<file path="config.mk">
export PLATFORM = sky130hd
export DESIGN_NAME = ste_microwire_lmc1992
export DESIGN_NICKNAME = d
export VERILOG_FILES = /design/src/rtl/ste_snd_pkg.sv /design/src/rtl/lmc_channel.sv /design/src/rtl/ste_microwire_lmc1992.sv
export SDC_FILE = /design/constraint.sdc
export NUM_CORES = 2
export LEC_CHECK = 0
export BUFFER_PORTS_ARGS = -buffer_cell sky130_fd_sc_hd__buf_2
export CELL_PAD_IN_SITES_DETAIL_PLACEMENT = 1
export CELL_PAD_IN_SITES_GLOBAL_PLACEMENT = 1
export CORE_MARGIN = 2
export CORE_UTILIZATION = 45
export DETAILED_ROUTE_END_ITERATION = 6
export PLACE_DENSITY = 0.73
export SYNTH_ARGS = -nofsm -noshare
export SYNTH_HDL_FRONTEND = slang
export SYNTH_SLANG_ARGS = --single-unit
</file>
<file path="constraint.sdc">
create_clock -name clk_8 -period 7.1 [get_ports clk_8]
set_clock_uncertainty 0.2 [all_clocks]
set_input_delay 0.355 -clock clk_8 [delete_from_list [all_inputs] [get_ports clk_8]]
set_output_delay 0.355 -clock clk_8 [all_outputs]
set_load 0.05 [all_outputs]
</file>
<file path="src/rtl/ste_snd_pkg.sv">
// Shared constants for the STE Microwire / LMC1992 sound path: command codes,
// reset defaults, mix modes and the 2 dB-per-step attenuation table.
package ste_snd_pkg;

  localparam logic [1:0] LMC_ADDR = 2'b10;

  localparam logic [2:0] FN_MIX    = 3'b000;
  localparam logic [2:0] FN_BASS   = 3'b001;
  localparam logic [2:0] FN_TREBLE = 3'b010;
  localparam logic [2:0] FN_MASTER = 3'b011;
  localparam logic [2:0] FN_RIGHT  = 3'b100;
  localparam logic [2:0] FN_LEFT   = 3'b101;

  typedef enum logic [1:0] {
    MIX_M12DB  = 2'b00,
    MIX_YM     = 2'b01,
    MIX_OFF    = 2'b10,
    MIX_YM_ALT = 2'b11
  } mix_e;

  typedef enum logic [1:0] {
    MW_IDLE  = 2'd0,
    MW_SHIFT = 2'd1,
    MW_LATCH = 2'd2
  } mw_state_e;

  localparam logic [5:0] RST_MASTER = 6'd40;
  localparam logic [4:0] RST_LEFT   = 5'd20;
  localparam logic [4:0] RST_RIGHT  = 5'd20;
  localparam mix_e       RST_MIX    = MIX_YM;
  localparam logic [3:0] RST_BASS   = 4'd6;
  localparam logic [3:0] RST_TREBLE = 4'd6;

  // round(65535 * 10^(-n/10)), Q0.16
  localparam logic [15:0] GAIN_LUT [0:60] = '{
    16'd65535, 16'd52056, 16'd41350, 16'd32845, 16'd26090,
    16'd20724, 16'd16462, 16'd13076, 16'd10387, 16'd8250,
    16'd6554,  16'd5206,  16'd4135,  16'd3285,  16'd2609,
    16'd2072,  16'd1646,  16'd1308,  16'd1039,  16'd825,
    16'd655,   16'd521,   16'd413,   16'd328,   16'd261,
    16'd207,   16'd165,   16'd131,   16'd104,   16'd83,
    16'd66,    16'd52,    16'd41,    16'd33,    16'd26,
    16'd21,    16'd16,    16'd13,    16'd10,    16'd8,
    16'd7,     16'd5,     16'd4,     16'd3,     16'd3,
    16'd2,     16'd2,     16'd1,     16'd1,     16'd1,
    16'd1,     16'd1,     16'd0,     16'd0,     16'd0,
    16'd0,     16'd0,     16'd0,     16'd0,     16'd0,
    16'd0
  };

  // Settings are clamped on load, so neither difference can go negative.
  function automatic logic [5:0] atten_idx(input logic [5:0] master, input logic [4:0] side);
    return (6'd40 - master) + (6'd20 - {1'b0, side});
  endfunction

endpackage

</file>
<file path="src/rtl/lmc_channel.sv">
// One stereo channel: YM mix mode, saturating sum with DMA sound, then gain
// from the attenuation table. Two register stages from input to output.
module lmc_channel
  import ste_snd_pkg::*;
#(
  parameter int AW = 15
) (
  input  logic                 clk_8,
  input  logic                 reset_n,
  input  mix_e                 mix,
  input  logic signed [AW-1:0] ym_in,
  input  logic signed [AW-1:0] dma_in,
  input  logic [5:0]           atten,
  output logic signed [AW-1:0] audio_out
);

  logic signed [AW:0]    ym_ext;
  logic signed [AW:0]    ym_mix;
  logic signed [AW:0]    sum_w;
  logic signed [AW-1:0]  sum_sat;
  logic signed [AW-1:0]  sum_q;
  logic [15:0]           gain_q;
  logic signed [AW+16:0] sum_x;
  logic signed [AW+16:0] gain_x;
  logic signed [AW+16:0] prod;
  logic                  unused_prod;

  always_comb begin
    ym_ext = {ym_in[AW-1], ym_in};
    case (mix)
      MIX_M12DB: ym_mix = ym_ext >>> 2;
      MIX_OFF:   ym_mix = '0;
      default:   ym_mix = ym_ext;
    endcase
    sum_w = ym_mix + {dma_in[AW-1], dma_in};
    // Top two bits disagree only on overflow; clamp toward the sign of the sum.
    if (sum_w[AW] != sum_w[AW-1])
      sum_sat = {sum_w[AW], {(AW-1){~sum_w[AW]}}};
    else
      sum_sat = sum_w[AW-1:0];
  end

  assign sum_x  = {{17{sum_q[AW-1]}}, sum_q};
  assign gain_x = {{(AW+1){1'b0}}, gain_q};
  assign prod   = sum_x * gain_x;
  assign unused_prod = ^{prod[AW+16], prod[15:0]};

  always_ff @(posedge clk_8 or negedge reset_n) begin
    if (!reset_n) begin
      sum_q     <= '0;
      gain_q    <= '0;
      audio_out <= '0;
    end else begin
      sum_q     <= sum_sat;
      gain_q    <= GAIN_LUT[atten];
      audio_out <= prod[AW+15:16];
    end
  end

endmodule

</file>
<file path="src/rtl/ste_microwire_lmc1992.sv">
// STE Microwire shifter and LMC1992 command decoder driving two lmc_channel
// instances (left and right).
//
//   state    | meaning
//   MW_IDLE  | waiting for a CPU write to the data register
//   MW_SHIFT | 16 bits out, BIT_CYCLES clocks each, data/mask rotating
//   MW_LATCH | one cycle: decode the received word into the settings
module ste_microwire_lmc1992
  import ste_snd_pkg::*;
#(
  parameter int BIT_CYCLES = 8,
  parameter int AW         = 15
) (
  input  logic                 clk_8,
  input  logic                 reset_n,
  input  logic [15:0]          din,
  input  logic                 addr,
  input  logic                 sel,
  input  logic                 uds,
  input  logic                 lds,
  input  logic                 rw,
  output logic [15:0]          dout,
  output logic                 busy,
  input  logic signed [AW-1:0] ym_in_l,
  input  logic signed [AW-1:0] ym_in_r,
  input  logic signed [AW-1:0] dma_in_l,
  input  logic signed [AW-1:0] dma_in_r,
  output logic signed [AW-1:0] audio_out_l,
  output logic signed [AW-1:0] audio_out_r
);

  localparam int TW = (BIT_CYCLES > 1) ? $clog2(BIT_CYCLES) : 1;
  localparam logic [TW-1:0] TMR_LOAD = TW'(BIT_CYCLES - 1);

  mw_state_e   state;
  logic [15:0] data;
  logic [15:0] mask;
  logic [15:0] rcv;
  logic [4:0]  rcv_cnt;
  logic [TW-1:0] tmr;
  logic [3:0]  bit_cnt;
  logic        wr_done;
  logic        wr_req;
  logic        cpu_wr;
  logic [5:0]  master;
  logic [4:0]  vol_left;
  logic [4:0]  vol_right;
  mix_e        mix;
  logic [3:0]  bass;
  logic [3:0]  treble;
  logic [5:0]  atten_l;
  logic [5:0]  atten_r;
  logic        unused_state;

  // One write per sel assertion, however long the strobes stay up.
  assign wr_req = sel & ~rw & (uds | lds);
  assign cpu_wr = wr_req & ~wr_done;
  assign dout   = !sel ? 16'h0000 : (addr ? data : mask);

  always_ff @(posedge clk_8 or negedge reset_n) begin
    if (!reset_n) begin
      state     <= MW_IDLE;
      busy      <= 1'b0;
      data      <= '0;
      mask      <= '0;
      rcv       <= '0;
      rcv_cnt   <= '0;
      tmr       <= '0;
      bit_cnt   <= '0;
      wr_done   <= 1'b0;
      master    <= RST_MASTER;
      vol_left  <= RST_LEFT;
      vol_right <= RST_RIGHT;
      mix       <= RST_MIX;
      bass      <= RST_BASS;
      treble    <= RST_TREBLE;
    end else begin
      wr_done <= sel & (wr_done | wr_req);
      case (state)
        MW_IDLE: begin
          if (cpu_wr) begin
            if (addr) begin
              if (uds) data[15:8] <= din[15:8];
              if (lds) data[7:0]  <= din[7:0];
              state   <= MW_SHIFT;
              busy    <= 1'b1;
              tmr     <= TMR_LOAD;
              bit_cnt <= 4'd15;
              rcv     <= '0;
              rcv_cnt <= '0;
            end else begin
              if (uds) mask[15:8] <= din[15:8];
              if (lds) mask[7:0]  <= din[7:0];
            end
          end
        end
        MW_SHIFT: begin
          if (tmr == '0) begin
            tmr  <= TMR_LOAD;
            data <= {data[14:0], data[15]};
            mask <= {mask[14:0], mask[15]};
            if (mask[15]) begin
              rcv <= {rcv[14:0], data[15]};
              if (rcv_cnt != 5'd31) rcv_cnt <= rcv_cnt + 5'd1;
            end
            if (bit_cnt == 4'd0) state <= MW_LATCH;
            else bit_cnt <= bit_cnt - 4'd1;
          end else begin
            tmr <= tmr - TW'(1);
          end
        end
        MW_LATCH: begin
          state <= MW_IDLE;
          busy  <= 1'b0;
          if (rcv_cnt == 5'd11 && rcv[10:9] == LMC_ADDR) begin
            case (rcv[8:6])
              FN_MIX:    mix       <= mix_e'(rcv[1:0]);
              FN_BASS:   bass      <= (rcv[3:0] > 4'd12) ? 4'd12 : rcv[3:0];
              FN_TREBLE: treble    <= (rcv[3:0] > 4'd12) ? 4'd12 : rcv[3:0];
              FN_MASTER: master    <= (rcv[5:0] > 6'd40) ? 6'd40 : rcv[5:0];
              FN_RIGHT:  vol_right <= (rcv[4:0] > 5'd20) ? 5'd20 : rcv[4:0];
              FN_LEFT:   vol_left  <= (rcv[4:0] > 5'd20) ? 5'd20 : rcv[4:0];
              default: ;
            endcase
          end
        end
        default: begin
          state <= MW_IDLE;
          busy  <= 1'b0;
        end
      endcase
    end
  end

  // Tone settings are held for software but have no effect on the audio path.
  assign unused_state = ^{rcv[15:11], bass, treble};

  assign atten_l = atten_idx(master, vol_left);
  assign atten_r = atten_idx(master, vol_right);

  lmc_channel #(.AW(AW)) u_ch_l (
    .clk_8     (clk_8),
    .reset_n   (reset_n),
    .mix       (mix),
    .ym_in     (ym_in_l),
    .dma_in    (dma_in_l),
    .atten     (atten_l),
    .audio_out (audio_out_l)
  );

  lmc_channel #(.AW(AW)) u_ch_r (
    .clk_8     (clk_8),
    .reset_n   (reset_n),
    .mix       (mix),
    .ym_in     (ym_in_r),
    .dma_in    (dma_in_r),
    .atten     (atten_r),
    .audio_out (audio_out_r)
  );

endmodule

</file>
; ---- Word level (Yosys, flattened, before mapping)
; Memory sizes are Yosys's and may differ from the RTL's. A register that Yosys moved wholly into a read port is not among the register bits.
; Cells that the tools add are included.
; W data, S select, Z words.
[word_totals]
reg_bits = 137
latchBits = 0
ramBits = 0
romBits = 2048
in_bits = 83
output_inout_bits = 47
elab_cells = 138
mem_count = 2
[memory_table]
columns = memory, words, width, rd, rd_clocked_by_memory_dff, wr, line_no
row1 = (name not given), 64, 16, 1, 1, 0, lmc_channel.sv:55  ; gain_q <= GAIN_LUT[atten];
row2 = (name not given), 64, 16, 1, 1, 0, lmc_channel.sv:55
[op_classes]
add_sub_neg = 10
n_mul = 2
div = 0
n_lt_le_gt_ge = 2
eq_ne = 21
shift = 0
mux = 46
bitwise = 13
n_reduce_logical = 23
[op_table]
columns = op, count
row1 = $mux W16, 8
row2 = $pmux W16 S2, 4
row3 = $mul A15 B17 Y31, 2
row4 = $mux W11, 4
row5 = $add A16 B16 Y16, 2
row6 = $mux W15, 2
row7 = $mux W5, 6
row8 = $reduce_and A5 Y1, 6
row9 = $pmux W11 S2, 1
row10 = $ne A2 B2 Y1 const B, 10
row11 = $reduce_and A3 Y1, 6
row12 = $mux W4, 4
row13 = $mux W8, 2
row14 = $not A6 Y7, 2
row15 = $add A6 B6 Y6, 2
row16 = $sub A5 B5 Y6 const A, 2
row17 = $pmux W5 S2, 1
row18 = $mux W3, 3
row19 = $mux W2, 4
row20 = $pmux W4 S2, 1
row21 = $eq A2 B2 Y1 const B, 3
row22 = $eq A3 B3 Y1 const B, 2
row23 = $gt A6 B6 Y1 const B, 1
row24 = $logic_not A3 Y1, 2
row25 = other kinds (25), 37

; ---- Depth between registers and ports, before layout
[depth]
depth_word = 6
depth_mapped = 23
ltp_nobuf = 22

; ---- Hierarchy
; Synthesis repeated with hierarchy kept, for this count alone.
[unflattened]
hier_cells = 2847
area_unflattened_um2 = 26231.4
[by_module_without_submodules]
columns = module, n_inst, cells_per_inst, area_per_inst_um2, seq_area_each_um2
row1 = lmc_channel at u_ch_l, 1, 1240, 10990.5, 1151.1
row2 = lmc_channel at u_ch_r, 1, 1227, 10851.7, 1151.1
row3 = ste_microwire_lmc1992, 1, 380, 4389.2, 1935.6

; ---- Worst setup path before layout
; OpenSTA, ideal clock, no wires.
[synth_path]
kind = reg-to-reg
from = register u_ch_r.sum_q[0]
to = register u_ch_r.audio_out[13]
setup_ns = 0.123
t_arrival_ns = 5.870
required_time_ns = 6.777
path_slack_ns = 0.907
path_stages_with_launch = 23
n_path_buf = 1
synth_period_minus_slack_ns = 6.193
path_cell_list = dfrtp_1 -> clkbuf_1 -> nand2_1 -> fa_1 -> fa_1 -> inv_1 -> fa_1 -> inv_1 -> fa_1 -> inv_1 -> fa_1 -> inv_1 -> fa_1 -> inv_1 -> ha_1 -> and3_1 -> o2111a_1 -> a211oi_2 -> or4b_1 -> a21o_1 -> o311ai_4 -> a21oi_2 -> xnor2_1
[synth_between]
elab_chain_cells = 1
[synth_lines]
columns = element, line_no
row1 = from (decl), lmc_channel.sv:21  ; logic signed [AW-1:0] sum_q;
row2 = from (signal assigned), lmc_channel.sv:54  ; sum_q <= sum_sat;
row3 = $mul A15 B17 Y31, lmc_channel.sv:45  ; assign prod = sum_x * gain_x;
row4 = via u_ch_r.prod[29], lmc_channel.sv:25  ; logic signed [AW+16:0] prod;
row5 = to (signal assigned), lmc_channel.sv:56  ; audio_out <= prod[AW+15:16];
row6 = to (decl), lmc_channel.sv:14  ; output logic signed [AW-1:0] audio_out
; The timed path passes the listed nets, and every way through them passes these cells.
; A chain may end at the register's enable or synchronous reset.

; ---- Worst setup path after layout
[layout_path]
from = register u_ch_l.gain_q[10]
to = register u_ch_l.audio_out[5]
[layout_between]
elab_chain_cells = 1
[layout_lines]
columns = element, line_no
row1 = from (decl), lmc_channel.sv:22  ; logic [15:0] gain_q;
row2 = $mul A15 B17 Y31, lmc_channel.sv:45
row3 = via u_ch_l.prod[21], lmc_channel.sv:25
row4 = to (signal assigned), lmc_channel.sv:56
row5 = to (decl), lmc_channel.sv:14
; The timed path passes the listed nets, and every way through them passes these cells.

==> impl_results.md <==
* Unique cell type count in the Yosys netlist at 78
* Gate power share at 0.348
* Cell family with most CP delay: adder cells
* DP Area at 26500 µm²
* Row count at 86
* Worst Setup Slack post-DPL at 0.0733 ns
* Total GRT Usage at 0.252
* Worst path depth at 19
* CORE AREA at 55100 µm²
* Vias at 19500
* Final non-filler cell area at 27100 µm²
* Async set-or-reset flop fraction in the synthesized netlist at 1.00
* Setup violators final at 0
* Post-synthesis sequential area ratio at 0.169
* Die outline width at 240 µm
* Worst setup EP type: flip-flop
* Initial Util at 0.455
* Internal at 0.00215 W
* Max Root-Sink Buffers at 2
* Final TNS setup at 0 ns
* Fill cells at 6529
* Antenna-violating nets left at 0
* Total wire length at 69100 µm
* Post-DP HPWL at 55300 µm
* Setup Crit Path Kind: reg -> reg
* Overflow after GRT at 0
* Number of synthesized flops with an enable pin at 0
* Internal reg-to-reg setup slack at 0.46 ns
* Hold depth at 2
* Clk Latency, worst-skew pair at 0.49 ns
* Sequential Power Share at 0.400
* Die Ht at 240 µm
* Cts bufs inserted at 17
* VDD IR max at 0.184 mV
* Crit path required time at 7.31 ns
* First-pass GRT wire length at 114000 µm
* Slew @ Worst Pin at 1.26 ns
* Port Buf Inserts at 129
* Fin Hold WS at 0.0450 ns
* Worst path max stage delay at 0.83 ns
* Unrepaired setup endpoints after global routing: no
* Post-synthesis register bit count at 169
* Slew Limit Fails at 0
* Hold Path Class: in -> reg
* Crit path DAT at 6.85 ns
* Avg Cell Area, Syn at 8.98 µm²
* Vias in the first global route at 21700
* Critical Path Fanout Max at 15
* Die ar. at 57700 µm²
* Synthesis-to-layout area growth at 8.05%
* YS warnings at 0
* Final Wtd Congestion at 0.870
* Synth top area cells: fa_1 (29%), dfrtp_1 (16%), ha_1 (14%)
* R2r worst-path depth at 19
* Fin worst setup slack at 0.462 ns
* Synth area leader: fa_1
* Worst Path Buf+Inv at 3
* Synth top area share at 0.290
* Max cap viols at 0
* Vias/cell at 5.38
* Num Clock Sinks at 169
* Tmin final at 6.64 ns
* Router iterations before antenna repair at 5
* Post-Syn Nets at 3519
* Layout cells sized above 1 at 0.0819
* CTS H-Tree Depth at 4
* Clock slew at reported path FFs at 0.08 ns
* Period Utilization, post-route at 0.935
* # diodes at 0
* DRT iter0 DRCs at 1280
* Sw Ratio at 0.460
* Main flop type after synthesis: dfrtp_1
* Total Power at 0.00398 W
* DRC Markers at 0
* Clock root cell: clkbuf_16
* Critical path's slowest cell: dfrtp_1
* NetSw at 0.00183 W
* Largest net degree at the start of global routing at 101
* Status: completed
* Leak pwr at 14.0 nW
* Final Hold Vio Count at 0
* Crit start category: flip-flop
* Antenna violations before repair at 0
* Clk pwr share at 0.251
* CTS tree: done
* Nets at 3583
* Netlist Area Pre-Place at 25100 µm²
* I/O pins at 130
* Crit-path cells: nand2_1 -> fa_1 -> fa_1 -> inv_1 -> fa_1 -> inv_1 -> fa_1 -> inv_1 -> fa_1 -> fa_1 -> ha_1 -> nand4_1 -> a211oi_1 -> a21oi_1 -> a21oi_1 -> a21oi_1 -> o21ai_0 -> a31o_2 -> xor2_1
* Fmax at 0.151 GHz
* WL/cell at 19.1 µm
* Mapped Cells at 2794
* Worst rel slew slack at 0.161
* Cell with the most instances on the worst path: fa_1
* P per Cell Area at 147 nW/µm²
[cell usage in the layout, fill, tap and decap left out, drive strengths merged, types with 17 or more instances in the layout]
master,Yosys,layout
a211oi,26,26
a21o,28,28
a21oi,169,169
a22o,27,27
and2,200,200
buf,14,159
clkbuf,102,17
dfrtp,162,162
fa,364,364
ha,278,278
inv,480,488
mux2i,20,20
nand2,324,324
nand2b,26,26
nand3,32,32
nor2,154,154
nor2b,42,42
nor3,25,25
o21ai,90,90
xnor2,45,45
xor2,33,33
[synthesized netlist by cell type, types with 4 or more instances]
library cell	number
nor2_1	154
a21oi_1	167
a211oi_1	25
nor3_1	24
nand2b_1	26
or3_1	4
mux2_2	6
clkbuf_1	102
nand2_1	324
ha_1	278
a21o_1	28
o21ai_1	19
o21ai_0	71
mux2i_1	20
o31ai_1	4
and3_1	10
nand4_1	6
xnor2_1	44
a31oi_1	16
buf_2	7
nor2b_1	42
dfrtp_1	162
buf_1	6
o22ai_1	4
fa_1	364
nand3b_1	5
nand3_1	32
o211ai_1	12
and2_1	200
inv_1	479
dfstp_2	7
o21a_1	11
a22o_1	27
xor2_1	33
[power groups by stage]
stage / sequential (W) / combinational (W) / clock [W]
6_report: 0.00159 / 0.00139 / 0.00100
5_1_grt: 0.00163 / 0.00155 / 0.00106
4_1_cts: 0.00158 / 0.00141 / 0.00103
3_5_place_dp: 0.00159 / 0.00140 / 0
3_3_place_gp: 0.00157 / 0.00133 / 0
2_1_floorplan: 0.00145 / 0.00101 / 0
[path summary, 6_finish.rpt]
| path | startpoint | to |
|---|---|---|
| setup / recovery | u_ch_l.gain_q[10]$_DFF_PN0_ | u_ch_l.audio_out[5]$_DFF_PN0_ |
| hold / removal | sel | wr_done$_DFF_PN0_ |
| setup reg to reg | u_ch_l.gain_q[10]$_DFF_PN0_ | u_ch_l.audio_out[5]$_DFF_PN0_ |
| hold reg to reg | vol_right[0]$_DFFE_PN0P_ | vol_right[0]$_DFFE_PN0P_ |
| max in group asynchronous | reset_n | u_ch_l.gain_q[0]$_DFF_PN0_ |
| min in group asynchronous | reset_n | mask[10]$_DFFE_PN0P_ |
[kinds of logic after synthesis]
group                      Yosys count  share of synthesized area
DFF                                169                      0.169
adders and majority gates          645                      0.430
and+or+nand+nor                    841                      0.161
muxes                               27                     0.0111
buffers and inverters              596                     0.0898
xor gates and xnor gates            79                     0.0285
AOI/OAI and AO/OA                  437                      0.111
[final cells by class]
type | count | area (µm²) | area share
Multi-Input combinational cell | 2029 | 18600 | 0.687
Sequential cell | 169 | 4250 | 0.157
Inverter | 480 | 1800 | 0.0664
Tap cell | 748 | 936 | 0.0345
Timing Repair Buffer | 161 | 897 | 0.0331
Clock buffer | 17 | 425 | 0.0157
Clock inverter | 15 | 186 | 0.00688
[layer usage]
layer | routed length, µm | GRT usage | vias up
met3 | 3380 | 0.0388 | 65
met4 | 999 | 0.0523 | 0
met1 | 32600 | 0.360 | 10000
met2 | 32100 | 0.405 | 406
met5 | 0 | 0 | -
li1 | - | - | 8984
[per-stage QoR]
stage                      util  instances
after floorplan               -       2794
after global routing      0.492       3619
final                     0.492       3619
after detailed placement  0.480       3585
after CTS                 0.492       3619
after global placement    0.480       3585
[timing repair]
item                                    4_1_cts  5_1_grt
hold buffers                                  2        0
hold endpoints to repair                     98        0
gates resized for setup                       0       11
endpoints found under the setup margin        0        8
setup buffers                                 0        0
[sequential cells by signal, indices dropped and copies added (netlist names), 6 cells and up]
register and count:
data 16, mask 16, master 6, rcv 11, u_ch_l.audio_out 15, u_ch_l.gain_q 16, u_ch_l.sum_q 15, u_ch_r.audio_out 15
u_ch_r.gain_q 16, u_ch_r.sum_q 15
Power figures use the tool's default switching activity.
